`src/rtl/reg_file_pkg.sv`:
```
// Shared definitions for the 2-read/1-write operand register file:
// default widths, the hard-wired zero register address and the response-stage state type.
package reg_file_pkg;

   localparam int REGF_DATA_W = 32;
   localparam int REGF_ADDR_W = 5;

   localparam logic [31:0] ZERO_ADDR = 32'd0;

   typedef enum logic {
      EMPTY = 1'b0,
      FULL  = 1'b1
   } rsp_state_t;

endpackage

```
`src/rtl/reg_file_read_port.sv`:
```
// One operand read port: array read mux plus the optional same-cycle write-back forwarding
// (compiled in when REG_FILE_2R1W_BYPASS_EN is defined).
module reg_file_read_port
   import reg_file_pkg::*;
#(
   parameter int DATA_W   = REGF_DATA_W,
   parameter int ADDR_W   = REGF_ADDR_W,
   parameter bit ZERO_REG = 1'b1
) (
   input  logic [(2**ADDR_W)-1:0][DATA_W-1:0] regs_i,
   input  logic [ADDR_W-1:0]                  rd_addr_i,
   input  logic                               wb_valid_i,
   input  logic [ADDR_W-1:0]                  wb_addr_i,
   input  logic [DATA_W-1:0]                  wb_data_i,
   output logic [DATA_W-1:0]                  rd_data_o
);

   logic rd_is_zero;

   assign rd_is_zero = ZERO_REG && (rd_addr_i == ADDR_W'(ZERO_ADDR));

`ifdef REG_FILE_2R1W_BYPASS_EN
   logic fwd_hit;

   // Forwarding never overrides the hard-wired zero register.
   assign fwd_hit = wb_valid_i && (wb_addr_i == rd_addr_i) && !rd_is_zero;

   always_comb begin
      if (rd_is_zero) begin
         rd_data_o = '0;
      end else if (fwd_hit) begin
         rd_data_o = wb_data_i;
      end else begin
         rd_data_o = regs_i[rd_addr_i];
      end
   end
`else
   logic unused_wb;

   assign unused_wb = ^{wb_valid_i, wb_addr_i, wb_data_i};

   always_comb begin
      if (rd_is_zero) begin
         rd_data_o = '0;
      end else begin
         rd_data_o = regs_i[rd_addr_i];
      end
   end
`endif

endmodule

```
`src/rtl/reg_file_2r1w.sv`:
```
// 32-entry operand register file: two read ports behind a registered valid/ready response stage,
// one unconditional write-back port. Same-cycle forwarding is enabled by REG_FILE_2R1W_BYPASS_EN.
module reg_file_2r1w
   import reg_file_pkg::*;
#(
   parameter int DATA_W   = REGF_DATA_W,
   parameter int ADDR_W   = REGF_ADDR_W,
   parameter bit ZERO_REG = 1'b1
) (
   input  logic              clk,
   input  logic              rst_n,
   input  logic              rd_req_valid,
   output logic              rd_req_ready,
   input  logic [ADDR_W-1:0] rs1_addr,
   input  logic [ADDR_W-1:0] rs2_addr,
   output logic              rd_rsp_valid,
   input  logic              rd_rsp_ready,
   output logic [DATA_W-1:0] reg_s1,
   output logic [DATA_W-1:0] reg_s2,
   input  logic              wb_valid,
   input  logic [ADDR_W-1:0] wb_addr,
   input  logic [DATA_W-1:0] reg_d
);

   localparam int DEPTH = 2**ADDR_W;

   logic [DEPTH-1:0][DATA_W-1:0] mem_q;
   logic [DEPTH-1:0][DATA_W-1:0] mem_d;

   rsp_state_t        state_q;
   logic [DATA_W-1:0] s1_q;
   logic [DATA_W-1:0] s2_q;
   logic [DATA_W-1:0] s1_rd;
   logic [DATA_W-1:0] s2_rd;
   logic              req_acc;
   logic              wb_en;

   // Writes to the zero register are dropped so storage never holds a nonzero r0.
   assign wb_en = wb_valid && !(ZERO_REG && (wb_addr == ADDR_W'(ZERO_ADDR)));

   always_comb begin
      mem_d = mem_q;
      if (wb_en) begin
         mem_d[wb_addr] = reg_d;
      end
   end

   always_ff @(posedge clk or negedge rst_n) begin
      if (!rst_n) begin
         mem_q <= '0;
      end else begin
         mem_q <= mem_d;
      end
   end

   reg_file_read_port #(
      .DATA_W   (DATA_W),
      .ADDR_W   (ADDR_W),
      .ZERO_REG (ZERO_REG)
   ) u_port_s1 (
      .regs_i     (mem_q),
      .rd_addr_i  (rs1_addr),
      .wb_valid_i (wb_valid),
      .wb_addr_i  (wb_addr),
      .wb_data_i  (reg_d),
      .rd_data_o  (s1_rd)
   );

   reg_file_read_port #(
      .DATA_W   (DATA_W),
      .ADDR_W   (ADDR_W),
      .ZERO_REG (ZERO_REG)
   ) u_port_s2 (
      .regs_i     (mem_q),
      .rd_addr_i  (rs2_addr),
      .wb_valid_i (wb_valid),
      .wb_addr_i  (wb_addr),
      .wb_data_i  (reg_d),
      .rd_data_o  (s2_rd)
   );

   // Ready depends only on the stage state and downstream ready, never on rd_req_valid.
   assign rd_req_ready = (state_q == EMPTY) || rd_rsp_ready;
   assign req_acc      = rd_req_valid && rd_req_ready;

   always_ff @(posedge clk or negedge rst_n) begin
      if (!rst_n) begin
         state_q <= EMPTY;
         s1_q    <= '0;
         s2_q    <= '0;
      end else begin
         case (state_q)
            EMPTY: begin
               if (req_acc) begin
                  state_q <= FULL;
                  s1_q    <= s1_rd;
                  s2_q    <= s2_rd;
               end
            end
            FULL: begin
               if (rd_rsp_ready) begin
                  if (req_acc) begin
                     s1_q <= s1_rd;
                     s2_q <= s2_rd;
                  end else begin
                     state_q <= EMPTY;
                  end
               end
            end
         endcase
      end
   end

   assign rd_rsp_valid = (state_q == FULL);
   assign reg_s1       = s1_q;
   assign reg_s2       = s2_q;

   a_rsp_hold: assert property (@(posedge clk) disable iff (!rst_n)
      (rd_rsp_valid && !rd_rsp_ready) |=> (rd_rsp_valid && $stable(reg_s1) && $stable(reg_s2)));

   a_zero_reg: assert property (@(posedge clk) disable iff (!rst_n)
      !ZERO_REG || (mem_q[0] == '0));

endmodule
```
`config.mk`:
```
export PLATFORM = sky130hd
export DESIGN_NAME = reg_file_2r1w
export DESIGN_NICKNAME = d
export VERILOG_FILES = /design/src/rtl/reg_file_pkg.sv /design/src/rtl/reg_file_read_port.sv /design/src/rtl/reg_file_2r1w.sv
export SDC_FILE = /design/constraint.sdc
export NUM_CORES = 2
export LEC_CHECK = 0
export CORE_AREA = 2 2 377 379
export CTS_BUF_LIST = sky130_fd_sc_hd__clkbuf_4
export CTS_CLUSTER_SIZE = 20
export DETAILED_ROUTE_END_ITERATION = 16
export DIE_AREA = 0 0 379 381
export GPL_TIMING_DRIVEN = 0
export PLACE_DENSITY = 0.53
export SLEW_MARGIN = 20
export SYNTH_ARGS = -nofsm -noshare
export SYNTH_HDL_FRONTEND = slang
export SYNTH_HIERARCHICAL = 1
export SYNTH_SLANG_ARGS = --single-unit
```
`constraint.sdc`:
```
create_clock -name clk -period 5.2 [get_ports clk]
set_input_delay 0.52 -clock clk [delete_from_list [all_inputs] [get_ports clk]]
set_output_delay 0.52 -clock clk [all_outputs]
set_load 0.02 [all_outputs]
```
==> flow_metrics.env <==
export IMPL_outcome="complete, no violations"
export IMPL_clk_pin_slew_ns=0.06
export IMPL_dieArea_um2=144000
export IMPL_rsz0062_at_grt="false"
export IMPL_synth_fp_nets=3805
export IMPL_dp_cells=5768
export IMPL_drt_pass1_iterations=5
export IMPL_initial_core_util_pct=40.7
export IMPL_gp_congestion=0.916
export IMPL_core_um2=141000
export IMPL_nFillCells=12800
export IMPL_die_x_um=379
export IMPL_io_buffers=109
export IMPL_cts_setup_buffers=0
export IMPL_irDropWorstVdd_uv=207
export IMPL_synth_async_sr_flop_share_pct=100
export IMPL_ys_types=38
export IMPL_grt_max_degree=137
export IMPL_synth_warning_count=6
export IMPL_nets=4278
export IMPL_ys_seq_area_share_pct=47.6
export IMPL_cp_num_buf_inv=3
export IMPL_wl_per_cell_um=36.0
export IMPL_ys_flop_type="dfrtp_1"
export IMPL_r2r_end="reg_s1[30]$_DFFE_PN0P_"
export IMPL_crit_cells=6
export IMPL_crit_family="buffers and inverters"
export IMPL_setup_viol=0
export IMPL_max_freq_mhz=279
export IMPL_max_stage_delay_ns=1.10
export IMPL_crit_end="reg_s1[30]$_DFFE_PN0P_"
export IMPL_p_per_area_nw_per_um2=384
export IMPL_clk_latency_ns=1.29
export IMPL_area_growth_pct=14.0
export IMPL_synth_seq_cells=1089
export IMPL_syn_area_per_cell_um2=15.2
export IMPL_startpoint_type="primary input"
export IMPL_ant_nets=0
export IMPL_reg2reg_from="mem_q[734]$_DFFE_PN0P_"
export IMPL_drv_cap=0
export IMPL_r2r_setup_slack_ns=2.70
export IMPL_cp_slowest_cell="a311oi_1"
export IMPL_vias=39900
export IMPL_track_usage_pct=31.8
export IMPL_report_power_total_w=0.0250
export IMPL_ctsHtreeMaxLevel=5
export IMPL_path_max_fanout=10
export IMPL_avgViaCountPerCell=6.30
export IMPL_drive_gt1_share_pct=52.7
export IMPL_hold_path_class="in2reg"
export IMPL_synth_area_leaders="dfrtp_1 (48%), mux2_2 (22%), mux4_2 (18%)"
export IMPL_fin_area_um2=65200
export IMPL_syn_area_um2=57200
export IMPL_path_cells="clkdlybuf4s50_1 -> clkbuf_1 -> clkbuf_1 -> o2111ai_1 -> a311oi_1 -> mux2_2"
export IMPL_synth_area_leader_cell="dfrtp_1"
export IMPL_fin_setup_tns_ns=0
export IMPL_grt_overflow=0
export IMPL_min_period_over_period_pct=68.9
export IMPL_fp_row_count=138
export IMPL_syn_inst=3753
export IMPL_leakage_nw=28.2
export IMPL_critPathMostFrequentCell="clkbuf_1"
export IMPL_worst_slew_margin_rel_pct=14.5
export IMPL_ff2ff_path_depth=4
export IMPL_synth_top_cell_area_share_pct=47.6
export IMPL_crit_type="in2reg"
export IMPL_slew_violations=0
export IMPL_synth_most_common_cell="mux2_2"
export IMPL_cts_made_buffers=328
export IMPL_holdWs_ns=0.167
export IMPL_worstSetupStartpoint="rs1_addr[3]"
export IMPL_hpwlAfterDp_um=156000
export IMPL_synth_common_cells="mux2_2 (1,106), dfrtp_1 (1,089), mux4_2 (448)"
export IMPL_io_pins=118
export IMPL_place_area_um2=61100
export IMPL_antenna_found_initial=15
export IMPL_root_buffer="clkbuf_4"
export IMPL_cts_buffer_depth=4
export IMPL_ctsHoldBuffers=18
export IMPL_synth_edf_count=0
export IMPL_worstPathArrival_ns=4.77
export IMPL_cts_num_sinks=1089
export IMPL_worst_pin_slew_ns=1.28
export IMPL_min_period_ns=3.58
export IMPL_drtIter0Drc=3988
export IMPL_grt_pass1_wl_um=318000
export IMPL_cp_end_kind="register"
export IMPL_cts_resized_gates=0
export IMPL_fin_cells=6337
export IMPL_worstPathRequired_ns=6.39
export IMPL_drt_total_wl_um=228000
export IMPL_drc_errors=0
export IMPL_cts_tree="built"
export IMPL_finalHoldViolCount=0
export IMPL_fin_skew_ns=0.0957
export IMPL_die_y_um=381
export IMPL_grt_pass1_vias=40300
## logic make-up (layout without fill, tap and decap cells)
logic type             Yosys count  in the layout  synth area share (%)
and+or+nand+nor                162            162                  1.58
other                            0              7                     0
AOI/OAI and AO/OA              368            368                  4.68
muxes                         1696           1696                  41.9
buffers and inverters          438           1125                  4.17
DFF                           1089           1089                  47.6
## where the power goes
group | internal, W | total [W] | switching, W
clock network | 0.00434 | 0.00826 | 0.00392
logic | 0.00308 | 0.00551 | 0.00243
registers | 0.0101 | 0.0112 | 0.00113
total | 0.0175 | 0.0250 | 0.00747
## worst register-to-register path: stages (launching register included)
cell      delay, ns
dfrtp_1        0.38
mux4_2         0.48
a22oi_1        0.71
a311oi_1       0.47
mux2_2         0.39
## flip-flops by register name, summed over array words and instances, names as in the netlist
name and cells:
rd_rsp_valid 1, reg_s2 32, mem_q 1024, reg_s1 32
## metrics by stage
stage / worst slack [ns] / utilization (%)
after floorplan: 3.00 / -
after global placement: -48.95 / 43.2
after detailed placement: 0.748 / 43.4
after CTS: 2.15 / 46.4
after global routing: 2.00 / 46.4
final: 1.62 / 46.4
## worst min-delay path by stage
stage	slack [ns]	to	cells past startpoint	startpoint
global placement	0.46	mem_q[31]$_DFFE_PN0P_	1	mem_q[31]$_DFFE_PN0P_
CTS	0.006	mem_q[994]$_DFFE_PN0P_	2	reg_d[2]
floorplan	0.22	mem_q[0]$_DFFE_PN0P_	0	rst_n
detailed placement	0.46	mem_q[19]$_DFFE_PN0P_	1	mem_q[19]$_DFFE_PN0P_
finish	0.17	mem_q[996]$_DFFE_PN0P_	2	reg_d[4]
global route	0.05	mem_q[994]$_DFFE_PN0P_	2	reg_d[2]
## placed cells by master, fill, tap and decap left out, types with 5 or more instances in the layout
cell             netlist  layout
nand2_1               45      44
a221oi_1              48      48
nor2b_1               68      68
clkbuf_1             186     178
clkdlybuf4s50_1        0     108
o2111ai_1             16      16
mux4_2               448     448
a311oi_2               4       5
dfrtp_1             1089    1089
mux2i_1              128     128
a211oi_1              64      64
nand2b_1               6       6
inv_2                  2       7
buf_4                 40      40
nor2_1                19      15
a311oi_1              60      59
mux2_2              1106    1106
buf_2                152     152
dlygate4sd3_1          0      17
a22oi_1               64      64
buf_8                  2       6
buf_16                 0      12
diode_2                0       7
buf_6                 47      49
o21ai_1              106     106
clkinv_1               0      57
mux2_1                14      14
clkbuf_2               2      10
clkbuf_4               6     481
## area by class of cell
cell class	count	area [um2]	area share, %
repair buffers	143	1660	2.55
plain buffers	436	2390	3.66
diodes	7	17.5	0.0269
clock inverters	69	368	0.564
well taps	1890	2360	3.63
multi-input cells	2226	27600	42.3
clock buffers	475	3570	5.47
inverters	2	7.51	0.0115
flip-flops and latches	1089	27300	41.8
## metal layers
metal	vias up	track usage (%)	share of wire [%]
li1	15700	-	-
met1	21500	43.3	41
met2	2114	47.2	45
met3	549	9.14	9.4
met4	6	14.4	4.8
met5	-	0	0.018
(Power assumes the default switching activity.)
